--- src/rtl/freq_gate_ctrl_pkg.sv ---
// Shared state encodings, default widths and sizing helper for the frequency
// counter gate controller.
package freq_gate_ctrl_pkg;

  localparam int unsigned DEF_GATE_CYCLES = 1000;
  localparam int unsigned DEF_CNT_W       = 8;
  localparam int unsigned DEF_RES_W       = 16;

  typedef logic [2:0] state_t;

  localparam state_t ST_IDLE   = 3'd0;
  localparam state_t ST_CLEAR  = 3'd1;
  localparam state_t ST_GATE   = 3'd2;
  localparam state_t ST_SETTLE = 3'd3;
  localparam state_t ST_DONE   = 3'd4;

  function automatic int unsigned timer_width(input int unsigned cycles);
    return (cycles > 1) ? $clog2(cycles) : 1;
  endfunction

endpackage

--- src/rtl/freq_gate_ctrl_if.sv ---
// Measurement control, external counter and result handshake signals of the
// frequency gate controller; master is the controller side.
interface freq_gate_ctrl_if #(
  parameter int unsigned CNT_W = 8,
  parameter int unsigned RES_W = 16
);
  logic             start;
  logic             sig_in;
  logic [CNT_W-1:0] cnt_q;
  logic             cnt_en;
  logic             cnt_rst;
  logic             busy;
  logic [RES_W-1:0] res_data;
  logic             res_overflow;
  logic             res_valid;
  logic             res_ready;

  modport master (
    input  start, sig_in, cnt_q, res_ready,
    output cnt_en, cnt_rst, busy, res_data, res_overflow, res_valid
  );

  modport slave (
    output start, sig_in, cnt_q, res_ready,
    input  cnt_en, cnt_rst, busy, res_data, res_overflow, res_valid
  );
endinterface

--- src/rtl/freq_gate_ctrl_sync.sv ---
// Two-flop synchroniser plus rising-edge detector for an asynchronous input;
// Edge_Pulse is high for one Clk cycle per rising edge.
module sig_edge_sync (
  input  logic Clk,
  input  logic Rst,
  input  logic Sig_In,
  output logic Edge_Pulse
);
  logic meta;
  logic sync;
  logic prev;

  always_ff @(posedge Clk) begin
    if (Rst) begin
      meta <= 1'b0;
      sync <= 1'b0;
      prev <= 1'b0;
    end else begin
      meta <= Sig_In;
      sync <= meta;
      prev <= sync;
    end
  end

  assign Edge_Pulse = sync & ~prev;

endmodule

--- src/rtl/freq_gate_ctrl.sv ---
// Frequency counter measurement controller: gates edge pulses into an external
// counter for GATE_CYCLES clocks, extends the count with a wrap counter, and
// returns the result on a valid/ready port.
module freq_gate_ctrl
  import freq_gate_ctrl_pkg::*;
#(
  parameter int unsigned GATE_CYCLES = DEF_GATE_CYCLES,
  parameter int unsigned CNT_W       = DEF_CNT_W,
  parameter int unsigned RES_W       = DEF_RES_W
) (
  input logic              Clk,
  input logic              Rst,
  freq_gate_ctrl_if.master bus
);
  localparam int unsigned TMR_W = timer_width(GATE_CYCLES);
  localparam logic [TMR_W-1:0] TMR_LAST = TMR_W'(GATE_CYCLES - 1);
  localparam int unsigned HI_W = RES_W - CNT_W;
  localparam int unsigned HI_S = (HI_W > 0) ? HI_W : 1;

  state_t           state;
  state_t           state_nxt;
  logic [TMR_W-1:0] tmr;
  logic [HI_S-1:0]  hi;
  logic             ovf;
  logic             hi_full;
  logic             edge_pulse;
  logic [RES_W-1:0] full_count;

  sig_edge_sync u_sync (
    .Clk        (Clk),
    .Rst        (Rst),
    .Sig_In     (bus.sig_in),
    .Edge_Pulse (edge_pulse)
  );

  always_comb begin
    state_nxt = state;
    case (state)
      ST_IDLE:   if (bus.start) state_nxt = ST_CLEAR;
      ST_CLEAR:  state_nxt = ST_GATE;
      ST_GATE:   if (tmr == TMR_LAST) state_nxt = ST_SETTLE;
      ST_SETTLE: state_nxt = ST_DONE;
      ST_DONE:   if (bus.res_ready) state_nxt = ST_IDLE;
      default:   state_nxt = ST_IDLE;
    endcase
  end

  always_ff @(posedge Clk) begin
    if (Rst) state <= ST_IDLE;
    else     state <= state_nxt;
  end

  always_ff @(posedge Clk) begin
    if (Rst)                    tmr <= '0;
    else if (state == ST_CLEAR) tmr <= '0;
    else if (state == ST_GATE)  tmr <= tmr + 1'b1;
  end

  assign bus.cnt_en    = (state == ST_GATE) & edge_pulse;
  assign bus.cnt_rst   = (state == ST_CLEAR);
  assign bus.busy      = (state != ST_IDLE);
  assign bus.res_valid = (state == ST_DONE);

  // With no upper bits every external counter wrap is an overflow.
  assign hi_full = (HI_W == 0) ? 1'b1 : &hi;

  always_ff @(posedge Clk) begin
    if (Rst || state == ST_CLEAR) begin
      hi  <= '0;
      ovf <= 1'b0;
    end else if (bus.cnt_en && (&bus.cnt_q)) begin
      if (hi_full) ovf <= 1'b1;
      else         hi  <= hi + 1'b1;
    end
  end

  if (HI_W > 0) begin : g_hi
    assign full_count = {hi, bus.cnt_q};
  end else begin : g_nohi
    assign full_count = bus.cnt_q;
  end

  // The counter has absorbed the last GATE increment by SETTLE.
  always_ff @(posedge Clk) begin
    if (Rst) begin
      bus.res_data     <= '0;
      bus.res_overflow <= 1'b0;
    end else if (state == ST_SETTLE) begin
      bus.res_data     <= ovf ? '1 : full_count;
      bus.res_overflow <= ovf;
    end
  end

endmodule

--- src/flat_wrapper.sv ---
// flat-port wrapper written by rule: the top's interface ports become plain ports
module freq_gate_ctrl_flat import freq_gate_ctrl_pkg::*;
#(
  parameter int unsigned GATE_CYCLES = DEF_GATE_CYCLES,
  parameter int unsigned CNT_W       = DEF_CNT_W,
  parameter int unsigned RES_W       = DEF_RES_W
)
  (Clk, Rst, bus_start, bus_sig_in, bus_cnt_q, bus_res_ready, bus_cnt_en, bus_cnt_rst, bus_busy, bus_res_data, bus_res_overflow, bus_res_valid);
  freq_gate_ctrl_if #(.CNT_W(CNT_W), .RES_W(RES_W)) bus_i ();
  input logic Clk;
  input logic Rst;
  input wire logic [$bits(bus_i.start)-1:0] bus_start;
  input wire logic [$bits(bus_i.sig_in)-1:0] bus_sig_in;
  input wire logic [$bits(bus_i.cnt_q)-1:0] bus_cnt_q;
  input wire logic [$bits(bus_i.res_ready)-1:0] bus_res_ready;
  output wire logic [$bits(bus_i.cnt_en)-1:0] bus_cnt_en;
  output wire logic [$bits(bus_i.cnt_rst)-1:0] bus_cnt_rst;
  output wire logic [$bits(bus_i.busy)-1:0] bus_busy;
  output wire logic [$bits(bus_i.res_data)-1:0] bus_res_data;
  output wire logic [$bits(bus_i.res_overflow)-1:0] bus_res_overflow;
  output wire logic [$bits(bus_i.res_valid)-1:0] bus_res_valid;
  assign bus_i.start = bus_start;
  assign bus_i.sig_in = bus_sig_in;
  assign bus_i.cnt_q = bus_cnt_q;
  assign bus_i.res_ready = bus_res_ready;
  assign bus_cnt_en = bus_i.cnt_en;
  assign bus_cnt_rst = bus_i.cnt_rst;
  assign bus_busy = bus_i.busy;
  assign bus_res_data = bus_i.res_data;
  assign bus_res_overflow = bus_i.res_overflow;
  assign bus_res_valid = bus_i.res_valid;
  freq_gate_ctrl #(.GATE_CYCLES(GATE_CYCLES), .CNT_W(CNT_W), .RES_W(RES_W)) u_core (.Clk(Clk), .Rst(Rst), .bus(bus_i));
endmodule
--- config.mk ---
export PLATFORM = sky130hd
export DESIGN_NAME = freq_gate_ctrl_flat
export DESIGN_NICKNAME = d
export VERILOG_FILES = /design/src/rtl/freq_gate_ctrl_pkg.sv /design/src/rtl/freq_gate_ctrl_if.sv /design/src/rtl/freq_gate_ctrl_sync.sv /design/src/rtl/freq_gate_ctrl.sv /design/src/flat_wrapper.sv
export SDC_FILE = /design/constraint.sdc
export NUM_CORES = 1
export LEC_CHECK = 0
export ABC_AREA = 1
export BUFFER_PORTS_ARGS = -buffer_cell sky130_fd_sc_hd__buf_2
export CAP_MARGIN = 15
export CORE_AREA = 2 2 70 72
export CTS_CLUSTER_DIAMETER = 40
export DETAILED_ROUTE_END_ITERATION = 16
export DIE_AREA = 0 0 72 74
export SETUP_SLACK_MARGIN = 0.1
export SKIP_LAST_GASP = 1
export SLEW_MARGIN = 20
export SYNTH_ARGS = -nofsm -noshare
export SYNTH_HDL_FRONTEND = slang
export SYNTH_SLANG_ARGS = --single-unit
--- constraint.sdc ---
create_clock -name Clk -period 1.8 [get_ports Clk]
set_input_delay 0.09 -clock Clk [delete_from_list [all_inputs] [get_ports Clk]]
set_output_delay 0.09 -clock Clk [all_outputs]
set_load 0.01 [all_outputs]
# --- After elaboration in Yosys (flattened, before gate mapping) ---
# Index checks and enable logic that the tools add are counted.
classes:
  addsub: 2
  eq_ne: 8
  n_mux: 5
  bitwise_logic: 4
  reduce_logical: 10
ops:
  columns: ["operator", "n"]
  rows:
  - ["16-bit two-way mux", 1]
  - ["8-bit AND reduction", 2]
  - ["3-bit one-hot mux with 5 select lines", 1]
  - ["10-bit by 1-bit adder with 10-bit output, second input constant", 1]
  - ["10-bit equality test, second input constant", 1]
  - ["3-bit two-way mux", 3]
  - ["9-bit AND reduction", 1]
  - ["8-bit by 1-bit adder with 8-bit output, second input constant", 1]
  - ["3-bit by 2-bit equality test with 1-bit output, second input constant", 2]
  - ["2-bit inequality test, second input constant", 2]
  - ["3-bit by 1-bit equality test with 1-bit output, second input constant", 1]
  - ["3-bit equality test, second input constant", 1]
  - ["3-bit logical NOT", 1]
  - ["3-bit AND reduction", 1]
  - ["3-bit nonzero test", 1]
  - ["1-bit AND", 2]
  - ["2-bit by 1-bit inequality test with 1-bit output, second input constant", 1]
  - ["1-bit NOT", 2]
  - ["2-bit AND reduction", 1]
  - ["2-bit OR reduction", 1]
  - ["1-bit logical AND", 1]
  - ["1-bit logical OR", 1]
word_totals:
  ff_bits: 42
  input_bits: 13
  output_inout_bits: 21
  elab_cells: 38

# --- Longest topological paths before layout ---
# Gate-level depths: netlist of the first run.
logic_depth:
  ltp_word: 5
  mapped_depth: 8
  depth_no_buf: 8

# --- By module ---
# From an unflattened synthesis of the first run, not the netlist that was laid out.
unflattened:
  hier_cells: 262
  area_unflattened_um2: 1995.7
by_module_without_submodules:
  columns: ["module", "instances", "cells_each", "area_each_um2", "seq_area_each_um2"]
  rows:
  - ["freq_gate_ctrl", 1, 252, 1909.3, 780.7]
  - ["sig_edge_sync", 1, 10, 86.3, 60.1]

# --- Worst setup path after synthesis of the first run ---
# OpenSTA, ideal clock, no wires.
synth_path:
  kind: "register to register"
  startpoint: "reg u_core.hi[0]"
  endpoint: "reg u_core.hi[5]"
  setup_ns: 0.070
  arrival_time_ns: 1.256
  required_ns: 1.730
  setup_slack_ns: 0.474
  path_stages_with_launch: 8
  path_buffers: 0
  synth_period_minus_slack_ns: 1.326
  cell_sequence: "dfxtp_1 ha_1 nand3_1 inv_1 nand2_1 nand3_2 nand2_1 a21oi_1"
synth_via:
  elab_chain_len: 3
  elab_cells_between_ends: 4
  classes_between: "add/sub: 1; bitwise: 1; reduce/logical: 2"
synth_rtl:
  columns: ["item", "line", "text"]
  rows:
  - ["from (decl)", "freq_gate_ctrl.sv:23", "logic [HI_S-1:0] hi;"]
  - ["from (signal assigned)", "freq_gate_ctrl.sv:73", "else hi <= hi + 1'b1;"]
  - ["branches (longest 3 deep; another with 8-bit by 1-bit adder with 8-bit output)", null, null]
# Parallel ways; which one is timed is not known.
# A chain may end at the register's enable or synchronous reset.

# --- Worst setup path after layout of the first run ---
layout_path:
  startpoint: "reg u_core.state[2]"
  endpoint: "reg u_core.bus.res_data[15]"
layout_via:
  elab_chain_len: 1
layout_rtl:
  columns: ["item", "line", "text"]
  rows:
  - ["from (decl)", "freq_gate_ctrl.sv:20", "state_t state;"]
  - ["from (signal assigned)", "freq_gate_ctrl.sv:50", "else state <= state_nxt;"]
  - ["3-bit by 2-bit equality test with 1-bit output", "freq_gate_ctrl.sv:88", "end else if (state == ST_SETTLE) begin"]
  - ["to (signal assigned)", "freq_gate_ctrl.sv:89", "bus.res_data <= ovf ? '1 : full_count;"]
  - ["to (decl)", "freq_gate_ctrl_if.sv:20", "output cnt_en, cnt_rst, busy, res_data, res_overflow, res_valid"]
# Every way passes these cells.

==> impl_table.tex, run 1 <==
\begin{tabular}{lr}
\hline
Metric & Value \\
\hline
\multicolumn{2}{l}{\textbf{Hold path}} \\
\quad Min-Delay Endpoint & u\_core.bus.res\_data[3]\$\_SDFFE\_PP0P\_ \\
\quad Critical hold path startpoint & bus\_cnt\_q[3] \\
\quad Hold-critical path depth & 3 \\
\quad Min-delay worst type & input pin to flop \\
\multicolumn{2}{l}{\textbf{Drt}} \\
\quad Vias per Instance & 5.01 \\
\quad First-pass iteration count of the detailed router & 4 \\
\quad Antenna Nets Post-Route & 0 \\
\quad Overall via count from detail\_route & 1814 \\
\quad Wire length reported by the detailed router & 4480 um \\
\quad WL per Instance & 12.4 um \\
\quad DRC errors left & 0 \\
\quad Initial detailed-routing violation count & 126 \\
\multicolumn{2}{l}{\textbf{Power and ir drop}} \\
\quad Leakage power total & 0.975 nW \\
\quad Power per cell area & 867 nW/um\^{}2 \\
\quad Overall power consumption & 2.01 mW \\
\quad Largest voltage drop on the vdd net & 551 uV \\
\multicolumn{2}{l}{\textbf{STA}} \\
\quad RSZ-0062 raised after global routing & false \\
\quad Final total negative setup slack & 0 ns \\
\quad Final Hold Viols & 0 \\
\quad Slew at the pin closest to its max-slew limit & 0.431 ns \\
\quad Count of final max-slew check failures & 0 \\
\quad Clock tree skew after final layout & 0.00683 ns \\
\quad Final worst path period need & 1.58 ns \\
\quad Max-slew headroom & 0.712 \\
\quad Part of the cycle the worst path needs & 0.880 \\
\quad Highest achievable clock rate & 0.631 GHz \\
\quad Setup Viol. Count Final & 0 \\
\multicolumn{2}{l}{\textbf{Clocking}} \\
\quad Clock transition at the register clock pins on the worst setup and hold paths after CTS & 0.08 ns \\
\quad Post-CTS Setup Repair Bufs & 0 \\
\quad Cell chosen for the clock root & clkbuf\_8 \\
\quad Clock latency reported for the late side of the worst-skew pair & 0.29 ns \\
\quad Number of clock sinks & 42 \\
\quad CTS tree & yes \\
\quad Num CTS Buffers & 5 \\
\quad Clk buf depth & 2 \\
\quad H-tree levels & 2 \\
\multicolumn{2}{l}{\textbf{GRT}} \\
\quad GR Overflow Total & 0 \\
\quad Largest net degree at the start of global routing & 23 \\
\quad All-layer global routing usage & 0.178 \\
\quad First-pass GRT wire length & 7510 um \\
\quad Number of antenna violations at the first check in global routing & 0 \\
\quad Number of global-route vias before repair & 1656 \\
\multicolumn{2}{l}{\textbf{Synth}} \\
\quad Predominant post-synthesis flop cell & dfxtp\_1 \\
\quad FFs w/ async S/R, synth & 0 \\
\quad Count of different cell masters after synthesis & 27 \\
\quad Top post-synthesis cells by area & dfxtp\_1 42\%, nand2\_1 9.8\%, inv\_1 7.5\%, nor3\_1 6.3\%, a21oi\_1 4.3\% \\
\quad Most frequent cells after synthesis & 52 x nand2\_1, 42 x dfxtp\_1, 40 x inv\_1, 25 x nor3\_1, 20 x nor2\_1 \\
\quad Share of the synthesized area in the top cell type & 0.422 \\
\quad Most numerous cell in the Yosys netlist & nand2\_1 \\
\quad Number of enable flip-flop cells after synthesis & 0 \\
\quad Post-synthesis area per instance & 7.35 um\^{}2 \\
\quad Synthesized net count & 286 \\
\quad Post-synthesis register bit count & 42 \\
\quad Cells after Synth & 271 \\
\quad Cell area after technology mapping & 1990 um\^{}2 \\
\quad Warnings from Yosys & 0 \\
\quad Seq/Total Area, Yosys & 0.422 \\
\quad Post-synthesis cell type with the largest combined area & dfxtp\_1 \\
\multicolumn{2}{l}{\textbf{Die}} \\
\quad Top-level port count & 34 \\
\quad Row cnt & 25 \\
\quad Floorplan die area & 5330 um\^{}2 \\
\quad Die Y & 74 um \\
\quad Core Box Area & 4600 um\^{}2 \\
\quad Width of the die & 72 um \\
\quad Effective utilization at floorplan & 0.433 \\
\multicolumn{2}{l}{\textbf{Placed design}} \\
\quad Dpl cells & 353 \\
\quad Port Buffers & 33 \\
\quad Final weighted congestion in routability-driven placement & 0.942 \\
\quad HPWL Detailed & 3150 um \\
\multicolumn{2}{l}{\textbf{Worst setup path}} \\
\quad FF-to-FF path depth & 5 \\
\quad Worst flop-to-flop path startpoint & u\_core.state[2]\$\_SDFFE\_PP0P\_ \\
\quad Startpoint types & flop \\
\quad Largest incremental delay on the critical path & 0.45 ns \\
\quad Cell at the slowest stage of the critical path & dfxtp\_1 \\
\quad Data arrival time of the critical path & 1.75 ns \\
\quad Worst r2r dst & u\_core.bus.res\_data[15]\$\_SDFFE\_PP0P\_ \\
\quad CP required & 1.96 ns \\
\quad Cell-by-cell trace of the critical path & inv\_2 -> nand3\_2 -> nor2\_1 -> buf\_4 -> a221oi\_1 \\
\quad CP Max Fanout & 15 \\
\quad Worst reg2reg setup slack & 0.22 ns \\
\quad Path type of the worst setup path & flop to flop \\
\quad Critical Path End Type & flop \\
\multicolumn{2}{l}{\textbf{Final layout}} \\
\quad Post-Route Utilization & 0.505 \\
\quad Nets@finish & 322 \\
\quad Antenna Diode Count & 0 \\
\quad Layout Area Growth over Synthesis & 16.6\% \\
\quad Layout filler cell count & 464 \\
\quad Share of layout cells above drive strength 1 & 0.201 \\
\quad Non-Filler Instances & 362 \\
\multicolumn{2}{l}{\textbf{Flow run}} \\
\quad Number of max-capacitance violations reported & 0 \\
\multicolumn{2}{l}{\textbf{Outcome}} \\
\quad Run status & finished, final reports clean \\
\hline
\end{tabular}
cell type report:
cell class | count | area [um^2] | share of cell area
clock inverters | 1 | 5.00 | 0.00216
flip-flops and latches | 42 | 841 | 0.362
clock buffers | 7 | 86.3 | 0.0372
repair buffers | 40 | 220 | 0.0948
inverters | 41 | 154 | 0.0663
multi-input cells | 177 | 948 | 0.408
well taps | 54 | 67.6 | 0.0291
power breakdown:
| group | total [mW] | internal, mW | switching (mW) | leakage (nW) |
|---|---|---|---|---|
| Combinational | 0.356 | 0.138 | 0.218 | 0.587 |
| Clock | 0.633 | 0.310 | 0.323 | 0.0482 |
| Sequential | 1.02 | 0.977 | 0.0459 | 0.340 |
| Total | 2.01 | 1.43 | 0.587 | 0.975 |
worst max path at each step:
stage,start,slack (ns),cells after the start,end
after floorplan,u_core.hi[0]$_SDFFE_PP0P_,0.47,7,u_core.hi[5]$_SDFFE_PP0P_
after global placement,u_core.hi[0]$_SDFFE_PP0P_,0.24,7,u_core.hi[5]$_SDFFE_PP0P_
after detailed placement,u_core.hi[0]$_SDFFE_PP0P_,0.18,7,u_core.hi[5]$_SDFFE_PP0P_
after CTS,u_core.hi[0]$_SDFFE_PP0P_,0.17,7,u_core.hi[5]$_SDFFE_PP0P_
after global routing,u_core.hi[0]$_SDFFE_PP0P_,0.12,7,u_core.hi[4]$_SDFFE_PP0P_
final,u_core.state[2]$_SDFFE_PP0P_,0.22,5,u_core.bus.res_data[15]$_SDFFE_PP0P_
cell families after synthesis:
kind of cell               synth area share
AOI/OAI and AO/OA                     0.119
xor gates and xnor gates             0.0220
adders and majority gates            0.0126
buffers and inverters                 0.108
DFF                                   0.422
and+or+nand+nor                       0.317
flip-flops by register name (all words and copies together) (netlist names):
signal                   cells
u_core.bus.res_overflow      1
u_core.u_sync.meta           1
u_core.u_sync.prev           1
u_core.hi                    8
u_core.bus.res_data         16
u_core.ovf                   1
u_core.tmr                  10
u_core.state                 3
u_core.u_sync.sync           1
metal layers:
metal,GRT usage,routed length [um],vias up
met4,0.0545,74,0
li1,-,-,956
met3,0.0339,180,9
met1,0.245,2210,806
met5,0,0,-
met2,0.285,2010,43
critical path, delay by kind of cell, from the launching register on:
kind            cells  cell delay [ns]
flops               1             0.45
simple gates        2             0.30
compound gates      1             0.35
buf+inv             2             0.35
metrics by stage:
| stage | hold WS (ns) | area, um^2 | setup WS (ns) |
|---|---|---|---|
| 5_1_grt | 0.0976 | 2320 | 0.116 |
| 6_report | 0.0809 | 2320 | 0.216 |
| 3_3_place_gp | 0.293 | 2210 | 0.235 |
| 4_1_cts | 0.0817 | 2310 | 0.171 |
| 2_1_floorplan | 0.169 | 1990 | 0.474 |
| 3_5_place_dp | 0.302 | 2210 | 0.183 |
cell usage in the layout, fill, tap and decap left out:
master         count
a21oi_1           17
a221oi_1           6
a31oi_1           11
buf_2             33
buf_4              6
clkbuf_1           1
clkbuf_8           6
clkinv_2           1
dfxtp_1           42
dlygate4sd3_1      1
ha_1               1
ha_2               1
inv_1             40
inv_2              1
nand2_1           51
nand2_2            3
nand2_4            1
nand3_1           16
nand3_2            3
nand3_4            1
nand3b_1           1
nand4_1            2
nor2_1            20
nor2_2             2
nor2_4             2
nor2_8             1
nor3_1            25
nor3_2             1
o21ai_0            6
or2_0              1
xor2_1             5
what timing repair did:
item                                    in CTS  in global routing
hold endpoints to repair                     1                  0
endpoints found under the setup margin       0                  7
resized for setup                            0                  3
hold buffers                                 1                  0
Power figures use the tool's default switching activity.
==> run 2, diff against run 1 <==
--- a/config.mk
+++ b/config.mk
@@ -12,7 +12,7 @@
 export CTS_CLUSTER_DIAMETER = 40
 export DETAILED_ROUTE_END_ITERATION = 16
 export DIE_AREA = 0 0 72 74
-export SETUP_SLACK_MARGIN = 0.1
+export SETUP_SLACK_MARGIN = 0.3
 export SKIP_LAST_GASP = 1
 export SLEW_MARGIN = 20
 export SYNTH_ARGS = -nofsm -noshare
==> run 2 against run 1 <==
Via count rose by 1.3%. Routed wire length rose by 1.2%. Sequential power barely moved. Non-clock buffer count did not move. First-iteration DRC count rose by 5.6%. Count of clock-buffer cells in the layout did not move. Critical path depth fell by 1. Setup slack improved by 0.19 ns. Critical endpoint is now bus_cnt_en. Largest power group unchanged.
==> impl_table.tex, run 2 (synthesized netlist as in run 1, its figures left out) <==
\begin{tabular}{lr}
\hline
Metric & Value \\
\hline
\multicolumn{2}{l}{\textbf{Outcome}} \\
\quad Run status & finished, final reports clean (unchanged) \\
\multicolumn{2}{l}{\textbf{Die}} \\
\quad Floorplan die area & 5330 um\^{}2 (unchanged) \\
\quad Top-level port count & 34 (unchanged) \\
\quad Width of the die & 72 um (unchanged) \\
\quad Core Box Area & 4600 um\^{}2 (unchanged) \\
\quad Effective utilization at floorplan & 0.433 (unchanged) \\
\quad Die Y & 74 um (unchanged) \\
\quad Row cnt & 25 (unchanged) \\
\multicolumn{2}{l}{\textbf{Clocking}} \\
\quad Clock latency reported for the late side of the worst-skew pair & 0.29 ns (about the same) \\
\quad Cell chosen for the clock root & clkbuf\_8 (unchanged) \\
\quad CTS tree & yes (unchanged) \\
\quad Clock transition at the register clock pins on the worst setup and hold paths after CTS & 0.08 ns (about the same) \\
\quad H-tree levels & 2 (unchanged) \\
\quad Post-CTS Setup Repair Bufs & 0 (unchanged) \\
\quad Clk buf depth & 2 (unchanged) \\
\quad Num CTS Buffers & 5 (unchanged) \\
\quad Number of clock sinks & 42 (unchanged) \\
\multicolumn{2}{l}{\textbf{Placed design}} \\
\quad HPWL Detailed & 3150 um (unchanged) \\
\quad Port Buffers & 33 (unchanged) \\
\quad Final weighted congestion in routability-driven placement & 0.942 (unchanged) \\
\quad Post-placement worst setup slack & 0.183 ns (unchanged) \\
\multicolumn{2}{l}{\textbf{STA}} \\
\quad Max-slew headroom & 0.706 (was 0.712) \\
\quad Count of final max-slew check failures & 0 (unchanged) \\
\quad RSZ-0062 raised after global routing & false (unchanged) \\
\quad Worst-case hold slack & 0.0805 ns (was 0.0809 ns) \\
\quad Final worst path period need & 1.39 ns (was 1.58 ns) \\
\quad Clock tree skew after final layout & 0.0113 ns (was 0.00683 ns) \\
\quad Final total negative setup slack & 0 ns (unchanged) \\
\quad Final Hold Viols & 0 (unchanged) \\
\quad Slew at the pin closest to its max-slew limit & 0.440 ns (was 0.431 ns) \\
\quad Final worst setup slack & 0.409 ns (was 0.216 ns) \\
\quad Highest achievable clock rate & 0.719 GHz (was 0.631 GHz) \\
\quad Part of the cycle the worst path needs & 0.773 (was 0.880) \\
\quad Setup Viol. Count Final & 0 (unchanged) \\
\multicolumn{2}{l}{\textbf{Drt}} \\
\quad First-pass iteration count of the detailed router & 4 (unchanged) \\
\quad DRC errors left & 0 (unchanged) \\
\quad Initial detailed-routing violation count & 133 (was 126) \\
\quad Overall via count from detail\_route & 1837 (was 1814) \\
\quad Wire length reported by the detailed router & 4530 um (was 4480 um) \\
\quad Antenna Nets Post-Route & 0 (unchanged) \\
\quad WL per Instance & 12.5 um (was 12.4 um) \\
\quad Vias per Instance & 5.07 (was 5.01) \\
\multicolumn{2}{l}{\textbf{Worst setup path}} \\
\quad Path type of the worst setup path & flop to output pin (was flop to flop) \\
\quad CP required & 1.71 ns (was 1.96 ns) \\
\quad Startpoint types & flop (unchanged) \\
\quad Data arrival time of the critical path & 1.30 ns (was 1.75 ns) \\
\quad Critical Path End Type & output pin (was flop) \\
\quad CP Max Fanout & 8 (was 15) \\
\multicolumn{2}{l}{\textbf{Final layout}} \\
\quad Largest regs & u\_core.bus.res\_data x16, u\_core.tmr x10, u\_core.hi x8 (unchanged) \\
\quad Nets@finish & 322 (unchanged) \\
\quad Most common cell after layout, fill and taps aside & nand2\_1 (unchanged) \\
\quad Share of layout cells above drive strength 1 & 0.224 (was 0.201) \\
\quad Highest-count cells in the layout ignoring fill and taps & 51 x nand2\_1, 40 x inv\_1, 37 x dfxtp\_1 (was 51 x nand2\_1, 42 x dfxtp\_1, 40 x inv\_1) \\
\quad Layout Area Growth over Synthesis & 18.5\% (was 16.6\%) \\
\quad Top reg by flops & u\_core.bus.res\_data (unchanged) \\
\quad Number of flip-flops under the largest register name & 16 (unchanged) \\
\quad Antenna Diode Count & 0 (unchanged) \\
\multicolumn{2}{l}{\textbf{GRT}} \\
\quad All-layer global routing usage & 0.179 (was 0.178) \\
\quad Number of antenna violations at the first check in global routing & 0 (unchanged) \\
\quad Number of global-route vias before repair & 1667 (was 1656) \\
\quad Largest net degree at the start of global routing & 23 (unchanged) \\
\quad First-pass GRT wire length & 7570 um (was 7510 um) \\
\quad GR Overflow Total & 0 (unchanged) \\
\multicolumn{2}{l}{\textbf{Power and ir drop}} \\
\quad Leakage power total & 0.978 nW (was 0.975 nW) \\
\quad Power per cell area & 856 nW/um\^{}2 (was 867 nW/um\^{}2) \\
\quad Largest voltage drop on the vdd net & 549 uV (was 551 uV) \\
\quad Overall power consumption & 2.02 mW (was 2.01 mW) \\
\multicolumn{2}{l}{\textbf{Flow run}} \\
\quad Number of max-capacitance violations reported & 0 (unchanged) \\
\multicolumn{2}{l}{\textbf{Hold path}} \\
\quad Min-delay worst type & input pin to flop (unchanged) \\
\hline
\end{tabular}
-- run 2: cell type report --
type / count / area (um^2)
multi-input combinational: 177 / 977
inverter: 41 / 156
fill: 459 / 2240
clock inverter: 1 / 5.00
timing repair buffer: 40 / 220
clock buffer: 7 / 86.3
tap: 54 / 67.6
sequential: 42 / 847
-- run 2: power by group --
part,switching [mW],internal [mW]
Sequential,0.0500,0.979
Combinational,0.221,0.141
Clock,0.319,0.310
Total,0.591,1.43
-- run 2: worst max-delay path: stages (launching register included) --
cell	delay (ns)
dfxtp_2	0.39
nor2_8	0.15
nand2_4	0.10
nor2_2	0.19
buf_2	0.17
-- run 2: final timing paths --
kind / startpoint / slack (ns) / depth (start not counted) / endpoint
worst min register to register: u_core.u_sync.meta$_SDFF_PP0_ / 0.40 / 2 / u_core.u_sync.sync$_SDFF_PP0_
worst min-delay path: bus_cnt_q[3] / 0.08 / 3 / u_core.bus.res_data[3]$_SDFFE_PP0P_
worst max-delay path: u_core.state[0]$_SDFFE_PP0P_ / 0.41 / 4 / bus_cnt_en
worst max register to register: u_core.hi[0]$_SDFFE_PP0P_ / 0.43 / 7 / u_core.hi[5]$_SDFFE_PP0P_
-- run 2: what timing repair did --
action / CTS / global route
hold endpoints to repair: 1 / 0
pin swaps: 0 / 0
hold buffers: 1 / 0
gates resized for setup: 5 / 8
endpoints found under the setup margin: 8 / 19
-- run 2: routing by layer --
| metal | global-route usage | vias to the layer above | routed length (um) |
|---|---|---|---|
| met3 | 0.0339 | 7 | 192 |
| li1 | - | 959 | - |
| met5 | 0 | - | 0 |
| met4 | 0.0608 | 0 | 65 |
| met1 | 0.247 | 827 | 2220 |
| met2 | 0.283 | 44 | 2050 |
-- run 2: through the flow --
step,cell area (um^2),util,cells
after global placement,2210,0.480,353
after detailed placement,2210,0.480,353
after global routing,2360,0.513,362
final,2360,0.513,362
after floorplan,1990,-,271
after CTS,2340,0.508,362
